## config.mk

```make
export PLATFORM = sky130hd
export DESIGN_NAME = zoom_cmd_scheduler
export DESIGN_NICKNAME = d
export VERILOG_FILES = /design/src/rtl/zoom_cmd_scheduler.sv
export SDC_FILE = /design/constraint.sdc
export NUM_CORES = 1
export LEC_CHECK = 0
export BUFFER_PORTS_ARGS = -buffer_cell sky130_fd_sc_hd__buf_2
export CAP_MARGIN = 20
export CORE_AREA = 2 2 77 79
export DETAILED_ROUTE_END_ITERATION = 8
export DIE_AREA = 0 0 79 81
export GPL_TIMING_DRIVEN = 0
export SYNTH_ARGS = -nofsm -noshare
export SYNTH_HDL_FRONTEND = slang
export SYNTH_SLANG_ARGS = --single-unit
```

## constraint.sdc

```tcl
create_clock -name clk -period 2.05 [get_ports clk]
set_input_delay 0.41 -clock clk [delete_from_list [all_inputs] [get_ports clk]]
set_output_delay 0.41 -clock clk [all_outputs]
set_load 0.05 [all_outputs]
```

## src/rtl/zoom_cmd_scheduler.sv

```systemverilog
// Zoom command scheduler: arbitrates two requesters, validates/saturates, applies at the next vsync rise.
// Latency: zoom-in byte 1 cycle after vs_rise, zoom-out byte 2 cycles after, done 3 cycles after.
// Backpressure: a_ready/b_ready are held low while a command is pending or issuing; requests wait, never drop.
module zoom_cmd_scheduler #(
   parameter int unsigned MAX_ZOOM_IN  = 3,
   parameter int unsigned MAX_ZOOM_OUT = 2,
   parameter logic [7:0]  IDLE_CMD     = 8'hFF
) (
   input  logic       clk,
   input  logic       rst,
   input  logic       vsync,
   input  logic       a_valid,
   input  logic [7:0] a_cmd,
   output logic       a_ready,
   input  logic       b_valid,
   input  logic [7:0] b_cmd,
   output logic       b_ready,
   output logic [7:0] command_out,
   output logic [3:0] zoom_in_cur,
   output logic [3:0] zoom_out_cur,
   output logic       busy,
   output logic       done,
   output logic       cmd_err
);

   localparam logic [3:0] MAX_IN  = MAX_ZOOM_IN[3:0];
   localparam logic [3:0] MAX_OUT = MAX_ZOOM_OUT[3:0];

   typedef enum logic [2:0] {
      S_IDLE,
      S_PEND,
      S_ISSUE_IN,
      S_ISSUE_OUT,
      S_DONE
   } state_t;

   state_t     state, state_nx;
   logic       vs_d;
   logic       vs_rise;
   logic       last_grant_b;
   logic       a_hs, b_hs, hs;
   logic [7:0] cmd_sel;
   logic [3:0] opc, val;
   logic       legal;
   logic [3:0] nx_in, nx_out;
   logic [3:0] pend_in, pend_out;
   logic [7:0] cmd_nx;

   assign vs_rise = vsync & ~vs_d;

   // Round-robin on ties: the requester not granted last time wins.
   assign a_ready = (state == S_IDLE) & a_valid & (~b_valid | last_grant_b);
   assign b_ready = (state == S_IDLE) & b_valid & (~a_valid | ~last_grant_b);
   assign a_hs    = a_valid & a_ready;
   assign b_hs    = b_valid & b_ready;
   assign hs      = a_hs | b_hs;
   assign cmd_sel = a_hs ? a_cmd : b_cmd;
   assign opc     = cmd_sel[7:4];
   assign val     = cmd_sel[3:0];

   always_comb begin
      legal  = 1'b1;
      nx_in  = zoom_in_cur;
      nx_out = zoom_out_cur;
      case (opc)
         4'h0: if (val > MAX_IN) legal = 1'b0; else nx_in = val;
         4'h1: if (val > MAX_OUT) legal = 1'b0; else nx_out = val;
         4'h2: nx_in  = (zoom_in_cur >= MAX_IN) ? MAX_IN : zoom_in_cur + 4'd1;
         4'h3: nx_in  = (zoom_in_cur == 4'd0) ? 4'd0 : zoom_in_cur - 4'd1;
         4'h4: nx_out = (zoom_out_cur >= MAX_OUT) ? MAX_OUT : zoom_out_cur + 4'd1;
         4'h5: nx_out = (zoom_out_cur == 4'd0) ? 4'd0 : zoom_out_cur - 4'd1;
         4'hF: begin
            nx_in  = 4'd0;
            nx_out = 4'd0;
         end
         default: legal = 1'b0;
      endcase
   end

   always_comb begin
      state_nx = state;
      cmd_nx   = IDLE_CMD;
      case (state)
         S_IDLE:      if (hs && legal) state_nx = S_PEND;
         // Only rises seen while already pending count, so a rise on the accept cycle is skipped.
         S_PEND:      if (vs_rise) state_nx = S_ISSUE_IN;
         S_ISSUE_IN:  state_nx = S_ISSUE_OUT;
         S_ISSUE_OUT: state_nx = S_DONE;
         S_DONE:      state_nx = S_IDLE;
         default:     state_nx = S_IDLE;
      endcase
      case (state_nx)
         S_ISSUE_IN:  cmd_nx = {4'h0, pend_in};
         S_ISSUE_OUT: cmd_nx = {4'h1, pend_out};
         default:     cmd_nx = IDLE_CMD;
      endcase
   end

   always_ff @(posedge clk or negedge rst) begin
      if (!rst) begin
         state        <= S_IDLE;
         vs_d         <= 1'b0;
         last_grant_b <= 1'b1;
         pend_in      <= 4'd0;
         pend_out     <= 4'd0;
         zoom_in_cur  <= 4'd0;
         zoom_out_cur <= 4'd0;
         command_out  <= IDLE_CMD;
         busy         <= 1'b0;
         done         <= 1'b0;
         cmd_err      <= 1'b0;
      end else begin
         state       <= state_nx;
         vs_d        <= vsync;
         command_out <= cmd_nx;
         busy        <= (state_nx != S_IDLE);
         done        <= (state_nx == S_DONE);
         cmd_err     <= hs & ~legal;
         if (a_hs)
            last_grant_b <= 1'b0;
         else if (b_hs)
            last_grant_b <= 1'b1;
         if (hs && legal) begin
            pend_in  <= nx_in;
            pend_out <= nx_out;
         end
         if (state == S_ISSUE_OUT) begin
            zoom_in_cur  <= pend_in;
            zoom_out_cur <= pend_out;
         end
      end
   end

endmodule

```

======== Word level (Yosys, flattened, before mapping) ========
Index checks and enable logic that the tools add are counted.
word-level totals
  register bits after elaboration ......... 32
  output and inout port bits .............. 21
  word-level logic and storage cells ...... 73
operators by class
  $add $sub $neg .......................... 4
  magnitude comparators ................... 4
  equal/unequal tests ..................... 12
  multiplexer cells ....................... 18
  bitwise logic cells ..................... 16
  reductions and logical operators ........ 8
operator list
  operator               number
  $pmux W4 S4            2
  $mux W4                6
  $pmux W8 S2            1
  $eq A3 B2 Y1 const B   4
  $logic_not A4 Y1       3
  $pmux W3 S4            1
  $add A4 B1 Y4 const B  2
  $and A1 B1 Y1          8
  $eq A4 B2 Y1 const B   2
  $eq A4 B3 Y1 const B   2
  $ge A4 B2 Y1 const B   2
  $gt A4 B2 Y1 const B   2
  $mux W8                1
  $sub A4 B1 Y4 const B  2
  $mux W3                2
  $not A1 Y1             5
  $reduce_or A5 Y1       1
  $eq A4 B1 Y1 const B   1
  $eq A4 B4 Y1 const B   1
  $mux W1                4
  $eq A3 B1 Y1 const B   1
  $eq A3 B3 Y1 const B   1
  $logic_not A3 Y1       1
  $or A1 B1 Y1           3
  other kinds (4)        4

======== Longest topological paths before layout ========
Gate-level depths: netlist of run 1.
  depth in word-level cells ............... 13
  gate-level depth with buffers ........... 9
  gate-level depth less buffers ........... 8

======== Least setup slack after synthesis of run 1 ========
No wires, ideal clock.
  kind .................................... reg-to-reg
  start point ............................. register state[1]
  end point ............................... register pend_out[0]
  data arrival time ....................... 1.926 ns
  data required time ...................... 1.929 ns
  setup slack ............................. 0.003 ns
  stages on the path, launching flop included .. 9
  path through ............................ dfrtp_1 > nor3_2 > and3_1 > inv_1 > o22a_1 > buf_6 > buf_8 > nand2_1 > o21ai_2
between the ends
  elaborated cells between the ends (all ways) .. 25
  those cells by class .................... order compare: 2; eq/ne: 6; mux: 6; bitwise: 7; reduce/logical: 4
RTL lines
  what                        line  RTL
  from (decl)                 37    state_t state, state_nx;
  from (signal assigned)      113   state <= state_nx;
  $logic_not A3 Y1            53    assign b_ready = (state == S_IDLE) & b_valid & (~a_valid | ~last_grant_b);
  $and A1 B1 Y1 (2 in a row)  53
  net b_ready                 17    output logic b_ready,
  $and A1 B1 Y1               55    assign b_hs = b_valid & b_ready;
  $or A1 B1 Y1                56    assign hs = a_hs | b_hs;
  $logic_and A1 B1 Y1         123   if (hs && legal) begin
  to (signal assigned)        125   pend_out <= nx_out;
  to (decl)                   46    logic [3:0] pend_in, pend_out;
The timed path passes the listed nets, and every way through them passes these cells.
A chain may end at the register's enable or synchronous reset.

======== Worst setup path after layout of run 1 ========
  start point ............................. register state[1]
  end point ............................... output a_ready
between the ends
  cells in the longest elaborated chain, start to end .. 3
RTL lines
  what                        line  RTL
  $logic_not A3 Y1            52    assign a_ready = (state == S_IDLE) & a_valid & (~b_valid | last_grant_b);
  $and A1 B1 Y1 (2 in a row)  52
  to (decl)                   14    output logic a_ready,
No other way between the ends.

==> summary.md, run 1 <==
| Metric | Value |
|---|---|
| Max Clk Rate | `0.499 GHz` |
| Gr ovfl total | `0` |
| Outcome | `completed` |
| Distinct cells, synth | `67` |
| Slew margin rel. | `0.565` |
| Nets@finish | `316` |
| # rows | `28` |
| Gpl congestion | `0.822` |
| Least-Margin Pin Slew | `0.652 ns` |
| Final instance area | `roughly 2600 um^2` |
| Vias in the first global route | `1828` |
| Die Span Y | `81 um` |
| Clk_skew | `roughly 0.01 ns` |
| Die area | `6400 um^2` |
| Worst vdd rail ir drop | `about 520 uV` |
| Post-synth EDFFs | `0` |
| Seq pwr share | `0.302` |
| CP Buf/Inv Count | `2` |
| H-tree levels | `2` |
| Reg clk slew, reported paths | `0.07 ns` |
| CTS buffer count | `5` |
| Worst r2r src | `state[1]` |
| Max FO, Critical Path | `10` |
| Critical-path cell list | `nor3_4 > nand3_4 > inv_2 > buf_4` |
| # DRC | `0` |
| Tot GR Track Use | `0.180` |
| TritonCTS Sinks | `30` |
| Pleak | `1.17 nW` |
| Switch share | `0.476` |
| Max-slew violations | `0` |
| Final period util | `0.977` |
| Die Wd | `between 70 and 80 um` |
| Worst R2R Path Depth | `9` |
| CP Capture Type | `output port` |
| DR vias | `roughly 2000` |
| #FFs+latches synth | `30` |
| Power per cell area | `1300 nW/um^2` |
| Hold_buf cts | `0` |
| FFs w/ async S/R, synth | `1.00` |
| Post-route setup TNS | `0 ns` |
| FILL cells | `584` |
| DR pass1 iterations | `4` |
| Antenna diodes | `0` |
| Total power | `3.45 mW` |
| Initial antenna violation count | `0` |
| Dpl cell area | `2420 um^2` |
| CP Data Arrival Time | `1.59 ns` |
| Commonest non-fill, non-tap cell in the layout | `buf_2` |
| Root buffer cell | `clkbuf_8` |
| Worst setup SP type | `flop` |
| Dpl hpwl | `4110 um` |
| Internal power | `1.81 mW` |
| DR iter-0 viols | `78` |
| Clock Latency Late Sink | `between 0.2 and 0.3 ns` |
| Reg2reg end | `pend_in[2]` |
| CTS tree | `done` |
| Initial Util | `0.377` |
| Worst path max stage delay | `0.45 ns` |
| Synth Instances | `243` |
| Clock Path Buffers | `2` |
| Worst EP required | `1.64 ns` |
| Mapped Nets | `269` |
| Area grow syn2layout | `23.6%` |
| Routed wire length | `about 5400 um` |
| Top Ports | `42` |
| Seq/Total Area, Yosys | `0.355` |
| Critical path's top delay family | `flip-flops` |
| Clock share of power | `0.161` |
| Post-Syn Area per Cell | `8.79 um^2` |
| Global-route wire length before repair | `8900 um` |
| Crit path depth | `4` |
| Ranking of synthesized cells by area | `dfrtp_1 (27%), dfstp_2 (8.6%), nand2_1 (4.7%), nor2_1 (3.5%), nor3_1 (3.5%)` |
| Routed wire length per instance | `14.8 um` |
| NetSw | `1.64 mW` |
| Port Buffers | `38` |
| R2R Setup Slk | `0.08 ns` |
| Yosys warning count | `0` |
| Setup violations, final | `0` |
| Most frequent cells in the layout | `buf_2 (38), nand2_1 (27), dfrtp_1 (21), nor2_1 (20), nor3_1 (14)` |
| Hold Crit Class | `input port to asynchronous set/reset pin` |
| Final Hold Fails | `0` |
| Via density | `about 5.5` |
| Post-synth top area cell | `dfrtp_1` |
| Number of nets with antenna violations after routing | `0` |
| Critical-path top delay cell | `dfrtp_2` |
| Logic pwr share | `0.537` |
| Final Critical Period | `2.00 ns` |
| Post-synth top flop | `dfrtp_1` |
| Synthesized area | `about 2100 um^2` |
| Largest net degree at the start of global routing | `31` |
| Critical path class | `flop to output port` |
| RSZ-0062 raised after global routing | `true` |
| Max-cap violation count | `0` |
| Layout cells sized above 1 | `0.330` |
| Core area | `about 5700 um^2` |
| Area share of the largest cell type after synthesis | `0.269` |
[sequential cells by signal (all words and copies together) (netlist names)]
register,cells
busy,1
cmd_err,1
command_out,6
done,1
last_grant_b,1
pend_in,4
pend_out,4
state,3
vs_d,1
zoom_in_cur,4
zoom_out_cur,4
[cells by family after synthesis]
| family | Yosys count | synth area share |
|---|---|---|
| adder cells (fa/ha/maj) | 5 | 0.0293 |
| flip-flops | 30 | 0.355 |
| AND/OR/NAND/NOR | 105 | 0.268 |
| buffers and inverters | 29 | 0.0673 |
| multiplexers | 7 | 0.0334 |
| XOR/XNOR | 1 | 0.00410 |
| AO/OA/AOI/OAI | 66 | 0.243 |
[worst max-delay path by stage]
| stage | from | endpoint | slack (ns) |
|---|---|---|---|
| 3_3_place_gp | b_cmd[5] | pend_out[2] | -0.24 |
| 4_1_cts | state[1] | pend_out[1] | 0.006 |
| 2_1_floorplan | state[1] | pend_out[0] | 0.003 |
| 5_1_grt | state[1] | pend_out[2] | -0.03 |
| 6_report | state[1] | a_ready | 0.05 |
| 3_5_place_dp | b_cmd[5] | pend_out[2] | -0.27 |
[Yosys cell counts (all sizes together), types with 5 or more instances]
cell / count
ha: 5
nor4: 5
nand2: 29
o22a: 5
inv: 14
nand2b: 6
mux2i: 6
dfstp: 7
a21oi: 7
buf: 9
o21ai: 16
dfrtp: 23
nor3: 16
nor2: 20
clkbuf: 6
[power groups by stage]
| stage | combinational (mW) | sequential, mW | clock [mW] |
|---|---|---|---|
| after floorplan | 0.955 | 1.40 | 0 |
| after global placement | 1.71 | 1.04 | 0 |
| after detailed placement | 1.72 | 1.04 | 0 |
| after CTS | 1.78 | 1.04 | 0.569 |
| after global routing | 2.01 | 1.08 | 0.597 |
| final | 1.85 | 1.04 | 0.555 |
[area by class of cell]
cell class / instances / area (um^2) / share of cell area
clock buffer: 8 / 110 / 0.0417
inverter: 14 / 52.6 / 0.0199
buffer: 15 / 96.3 / 0.0365
timing repair buffer: 40 / 214 / 0.0810
sequential: 30 / 762 / 0.288
tap: 75 / 93.8 / 0.0355
multi-input combinational: 184 / 1310 / 0.497
[through the flow]
step                setup slack [ns]  hold WS, ns   util  cells
finish                        0.0476        0.152  0.465    366
global route                 -0.0268        0.207  0.465    366
CTS                          0.00649        0.176  0.451    365
detailed placement            -0.272        0.468  0.427    356
global placement              -0.244        0.466  0.427    356
floorplan                    0.00281        0.114      -    243
[repair_timing]
action	CTS	global route
endpoints found under the setup margin	9	10
pin swaps	1	2
cloned	0	0
setup buffers	1	1
resized for setup	5	18
[layer usage]
layer	GRT usage	share of wire
met1	0.235	0.45
met2	0.297	0.47
met3	0.0367	0.067
met4	0.0621	0.014
met5	0	0
No activity file was read; power rests on OpenSTA's default activity.
==> inputs of run 2 (changes only) <==
--- a/config.mk
+++ b/config.mk
@@ -11,6 +11,7 @@
 export DETAILED_ROUTE_END_ITERATION = 8
 export DIE_AREA = 0 0 79 81
 export GPL_TIMING_DRIVEN = 0
+export MAX_ROUTING_LAYER = met4
 export SYNTH_ARGS = -nofsm -noshare
 export SYNTH_HDL_FRONTEND = slang
 export SYNTH_SLANG_ARGS = --single-unit
==> constraint.sdc (replaced) <==
create_clock -name clk -period 2.4 [get_ports clk]
set_input_delay 0.48 -clock clk [delete_from_list [all_inputs] [get_ports clk]]
set_output_delay 0.48 -clock clk [all_outputs]
set_load 0.05 [all_outputs]
==> summary.md, run 2 (synthesis gave the netlist of run 1 again) <==
| Metric | Value |
|---|---|
| Commonest non-fill, non-tap cell in the layout | `buf_2 (unchanged)` |
| Area grow syn2layout | `18.9% (was 23.6%)` |
| Worst setup SP type | `flop (unchanged)` |
| Slew margin rel. | `0.568 (was 0.565)` |
| Max FO, Critical Path | `10 (unchanged)` |
| Number of nets with antenna violations after routing | `0 (unchanged)` |
| Routed wire length | `5330 um (was 5420 um)` |
| Gpl congestion | `0.834 (was 0.822)` |
| TritonCTS Sinks | `30 (unchanged)` |
| Die Span Y | `81 um (unchanged)` |
| Pleak | `1.16 nW (was 1.17 nW)` |
| Routed wire length per instance | `14.6 um (was 14.8 um)` |
| Clock Path Buffers | `2 (unchanged)` |
| Max Used Layer | `met4 (unchanged)` |
| Total power | `2.84 mW (was 3.45 mW)` |
| Antenna diodes | `0 (unchanged)` |
| DR pass1 iterations | `4 (unchanged)` |
| DR iter-0 viols | `83 (was 78)` |
| Least-Margin Pin Slew | `0.647 ns (was 0.652 ns)` |
| Vias in the first global route | `1817 (was 1828)` |
| Initial antenna violation count | `0 (unchanged)` |
| Die area | `6400 um^2 (unchanged)` |
| Max Clk Rate | `0.449 GHz` |
| Initial Util | `0.377 (unchanged)` |
| CTS buffer count | `5 (unchanged)` |
| Worst EP required | `1.92 ns (was 1.64 ns)` |
| Outcome | `completed (unchanged)` |
| Tot GR Track Use | `0.186 (was 0.180)` |
| FILL cells | `588 (was 584)` |
| # DRC | `0 (unchanged)` |
| Largest register FFs | `6 (unchanged)` |
| Die Wd | `79 um (unchanged)` |
| Layout cells sized above 1 | `0.287 (was 0.330)` |
| Met1 wire length | `2380 um (was 2410 um)` |
| Max-cap violation count | `0 (unchanged)` |
| Port Buffers | `38 (unchanged)` |
| Met2 WL | `2510 um (was 2570 um)` |
| DR WL met3 | `365 um (was 364 um)` |
| Nets@finish | `314 (was 316)` |
| Power per cell area | `1120 nW/um^2 (was 1300 nW/um^2)` |
| Setup repair bufs after CTS | `0 (was 1)` |
| CTS tree | `done (unchanged)` |
| Worst vdd rail ir drop | `481 uV (was 516 uV)` |
| Most frequent cells in the layout | `buf_2 (42), nand2_1 (27), dfrtp_1 (23), nor2_1 (20), nor3_1 (15) (was buf_2 (38), nand2_1 (27), dfrtp_1 (21), nor2_1 (20), nor3_1 (14))` |
| Final Hold Fails | `0 (unchanged)` |
| Via density | `5.53 (was 5.50)` |
| Clk_skew | `0.00941 ns (was 0.00992 ns)` |
| Hold Crit Class | `input port to asynchronous set/reset pin (unchanged)` |
| Clock Latency Late Sink | `0.28 ns (about the same)` |
| Reg clk slew, reported paths | `0.07 ns (about the same)` |
| Gr ovfl total | `0 (unchanged)` |
| RSZ-0062 raised after global routing | `false (was true)` |
| Setup violations, final | `0 (unchanged)` |
| CP Data Arrival Time | `1.75 ns (was 1.59 ns)` |
| Root buffer cell | `clkbuf_8 (unchanged)` |
| # rows | `28 (unchanged)` |
| Global-route wire length before repair | `8940 um (was 8900 um)` |
| Core area | `5680 um^2 (unchanged)` |
| DR vias | `2014 (was 2012)` |
| CP Capture Type | `output port (unchanged)` |
| Largest net degree at the start of global routing | `31 (unchanged)` |
| Post-route setup TNS | `0 ns (unchanged)` |
| Dpl hpwl | `4110 um (unchanged)` |
| Final period util | `0.927` |
| Biggest register | `command_out (unchanged)` |
| Max-slew violations | `0 (unchanged)` |
| Top Ports | `42 (unchanged)` |
| Final Critical Period | `approximately 2.2 ns` |
| Critical path class | `flop to output port (unchanged)` |
| H-tree levels | `2 (unchanged)` |
## run 2: cell count changes in the layout (fill, tap and decap cells not counted), sizes merged
cell | previous run | this run
buf | 48 | 47
clkbuf | 15 | 14
## run 2: per-stage QoR
stage	worst slack [ns]	instances	util	cell area, um^2	hold WS [ns]
floorplan	0.351	243	-	2140	0.184
global placement	0.0357	356	0.427	2420	0.466
detailed placement	0.00766	356	0.427	2420	0.468
CTS	0.120	364	0.446	2530	0.246
global route	0.0543	364	0.448	2540	0.279
finish	0.175	364	0.448	2540	0.219
## run 2: cell type report
cell class	count	area, um^2	area share
Multi-Input combinational cell	184	1240	0.489
Sequential cell	30	759	0.299
Buffer	15	91.3	0.0359
Timing Repair Buffer	38	190	0.0748
Inverter	14	52.6	0.0207
Clock buffer	8	110	0.0433
Tap cell	75	93.8	0.0369
## run 2: layer usage
layer | up-vias | track usage
met5 | - | -
met1 | 937 | 0.242
li1 | 996 | -
met3 | 6 | 0.0311
met4 | 0 | 0.0621
met2 | 75 | 0.296
## run 2: final timing paths
kind                                   start            to  slack (ns)  cells after the start
worst max-delay path                state[1]       a_ready        0.17                      4
worst min-delay path                     rst   pend_out[2]        0.22                      1
worst max register to register      state[1]   pend_out[2]        0.23                      7
worst min register to register  last_grant_b  last_grant_b        0.48                      2
max in group asynchronous                rst    pend_in[1]        1.75                      1
min in group clk                       vsync          vs_d        0.32                      1
## run 2: report_power, final
part           leakage, nW  internal [mW]  switching [mW]
Sequential           0.376          0.705           0.180
Clock               0.0575          0.289           0.185
Combinational        0.722          0.481           0.999
Total                 1.16           1.47            1.36
## run 2: critical path, stage by stage, from the launching register on
cell	delay [ns]
dfrtp_1	0.45
nor3_4	0.31
nand3_2	0.18
inv_2	0.21
buf_2	0.30
## run 2: what timing repair did
| action | CTS | global route |
|---|---|---|
| endpoints found under the setup margin | 0 | 5 |
| gates resized for setup | 0 | 2 |
| hold endpoints to repair | 0 | 0 |
| hold buffers | 0 | 0 |
==> inputs of run 3 (changes only) <==
--- a/config.mk
+++ b/config.mk
@@ -7,9 +7,10 @@
 export LEC_CHECK = 0
 export BUFFER_PORTS_ARGS = -buffer_cell sky130_fd_sc_hd__buf_2
 export CAP_MARGIN = 20
-export CORE_AREA = 2 2 77 79
+export CORE_AREA = 2 2 91 93
+export CTS_CLUSTER_DIAMETER = 80
 export DETAILED_ROUTE_END_ITERATION = 8
-export DIE_AREA = 0 0 79 81
+export DIE_AREA = 0 0 93 95
 export GPL_TIMING_DRIVEN = 0
 export MAX_ROUTING_LAYER = met4
 export SYNTH_ARGS = -nofsm -noshare
==> constraint.sdc (replaced) <==
create_clock -name clk -period 2.6 [get_ports clk]
set_input_delay 0.52 -clock clk [delete_from_list [all_inputs] [get_ports clk]]
set_output_delay 0.52 -clock clk [all_outputs]
set_load 0.05 [all_outputs]
==> summary.md, run 3 (synthesis gave the netlist of run 1 again) <==
| Metric | Value |
|---|---|
| Final Hold Fails | `0 (unchanged)` |
| Dpl hpwl | `4320 um (was 4110 um)` |
| # DRC | `0 (unchanged)` |
| Largest register FFs | `6 (unchanged)` |
| Total power | `2.67 mW (was 2.84 mW)` |
| FILL cells | `857 (was 588)` |
| Final worst slack | `0.232 ns (was 0.175 ns)` |
| CP Capture Type | `flop (was output port)` |
| Vias in the first global route | `1786 (was 1817)` |
| Least-Margin Pin Slew | `0.657 ns (was 0.647 ns)` |
| Critical-path cell list | `nor3_2 > nand3_2 > buf_2 > a2bb2oi_1 > o21ai_1 > a221oi_1 > mux2i_1 (was nor3_4 > nand3_2 > inv_2 > buf_2)` |
| DR iter-0 viols | `136 (was 83)` |
| Final instance area | `2570 um^2 (was 2540 um^2)` |
| Final period util | `0.911` |
| DP Worst Slack | `0.122 ns (was 0.00766 ns)` |
| Root buffer cell | `clkbuf_8 (unchanged)` |
| Outcome | `completed (unchanged)` |
| Routed wire length per instance | `14.1 um (was 14.6 um)` |
| Layout Cells excl Fill | `394 (was 364)` |
| CTS buffer count | `5 (unchanged)` |
| Most frequent cells in the layout | `buf_2 (42), nand2_1 (27), dfrtp_1 (23), nor2_1 (20), nor3_1 (15) (unchanged)` |
| Critical-path top delay cell | `dfrtp_1 (unchanged)` |
| Placed insts | `386 (was 356)` |
| Via density | `5.05 (was 5.53)` |
| Slew margin rel. | `0.562 (was 0.568)` |
| DR pass1 iterations | `4 (unchanged)` |
| Power per cell area | `1040 nW/um^2 (was 1120 nW/um^2)` |
| Initial antenna violation count | `0 (unchanged)` |
| Largest net degree at the start of global routing | `31 (unchanged)` |
| TritonCTS Sinks | `30 (unchanged)` |
| Area grow syn2layout | `20.5% (was 18.9%)` |
| CP Data Arrival Time | `2.52 ns (was 1.75 ns)` |
| Antenna diodes | `0 (unchanged)` |
| Critical path's top delay family | `compound AO/OA/AOI/OAI gates (was buffers and inverters)` |
| Dpl cell area | `2460 um^2 (was 2420 um^2)` |
| Hold_buf cts | `0 (unchanged)` |
| Final Critical Period | `approximately 2.4 ns` |
| Clk_skew | `0.00822 ns (was 0.00941 ns)` |
| Die area | `8840 um^2 (was 6400 um^2)` |
| Max FO, Critical Path | `10 (unchanged)` |
| Gpl congestion | `0.855 (was 0.834)` |
| Worst EP required | `2.75 ns (was 1.92 ns)` |
| RSZ-0062 raised after global routing | `false (unchanged)` |
| CP Buf/Inv Count | `1 (was 2)` |
| H-tree levels | `2 (unchanged)` |
| DR vias | `1989 (was 2014)` |
| CTS resizes | `0 (unchanged)` |
| Worst setup SP type | `flop (unchanged)` |
| Global-route wire length before repair | `9180 um (was 8940 um)` |
| Nets@finish | `314 (unchanged)` |
| Tot GR Track Use | `0.137 (was 0.186)` |
| Gr ovfl total | `0 (unchanged)` |
| Max-cap violation count | `0 (unchanged)` |
| Die Span Y | `95 um (was 81 um)` |
| Critical path class | `flop to flop (was flop to output port)` |
| Clock Latency Late Sink | `0.28 ns (about the same)` |
| Number of nets with antenna violations after routing | `0 (unchanged)` |
| Layout cells sized above 1 | `0.280 (was 0.287)` |
| CTS tree | `done (unchanged)` |
| Post-route setup TNS | `0 ns (unchanged)` |
| Port Buffers | `38 (unchanged)` |
| Pleak | `1.16 nW (about the same)` |
| Die Wd | `93 um (was 79 um)` |
| Max Clk Rate | `0.422 GHz` |
| Commonest non-fill, non-tap cell in the layout | `buf_2 (unchanged)` |
| Biggest register | `command_out (unchanged)` |
| Routed wire length | `5560 um (was 5330 um)` |
| # rows | `33 (was 28)` |
| Worst Hold Slack | `0.265 ns (was 0.219 ns)` |
| Util after Layout | `0.325 (was 0.448)` |
| Hold Crit Class | `input port to asynchronous set/reset pin (unchanged)` |
| Reg clk slew, reported paths | `0.07 ns (about the same)` |
| Initial Util | `0.270 (was 0.377)` |
| Core area | `7930 um^2 (was 5680 um^2)` |
| Max-slew violations | `0 (unchanged)` |
| Setup repair bufs after CTS | `0 (unchanged)` |
| Top Ports | `42 (unchanged)` |
| Clock Path Buffers | `2 (unchanged)` |
| Setup violations, final | `0 (unchanged)` |
| Worst path max stage delay | `0.44 ns (was 0.45 ns)` |
| Worst vdd rail ir drop | `282 uV (was 481 uV)` |
-- run 3: cell count changes in the layout (fill, tap and decap cells not counted), sizes merged --
cell / before / now
bufinv: 0 / 1
clkbuf: 14 / 13
-- run 3: path summary, 6_finish.rpt --
check,endpoint,slack (ns),startpoint,cells past startpoint
min in group clk,vs_d,0.37,vsync,1
max reg2reg,pend_out[2],0.23,state[1],7
max in group asynchronous,zoom_in_cur[2],1.90,rst,1
max,pend_out[2],0.23,state[1],7
min,done,0.26,rst,1
min reg2reg,last_grant_b,0.47,last_grant_b,2
-- run 3: layer usage --
layer | part of all wire | wire length, um | vias up | track usage
li1 | - | - | 984 | -
met1 | 0.50 | 2790 | 930 | 0.194
met2 | 0.43 | 2420 | 71 | 0.200
met3 | 0.055 | 306 | 4 | 0.0311
met4 | 0.0079 | 44 | 0 | 0.0319
met5 | 0 | 0 | - | -
-- run 3: power by group --
group | internal [mW] | switching, mW
logic | 0.438 | 0.938
clock network | 0.312 | 0.168
registers | 0.650 | 0.162
-- run 3: area by class of cell --
cell class	count	area (um^2)	share of cell area
sequential	30	759	0.295
timing repair buffer	38	190	0.0739
multi-input combinational	184	1230	0.479
tap	105	131	0.0510
buffer	15	91.3	0.0355
clock inverter	1	30.0	0.0117
inverter	14	52.6	0.0204
clock buffer	7	86.3	0.0335
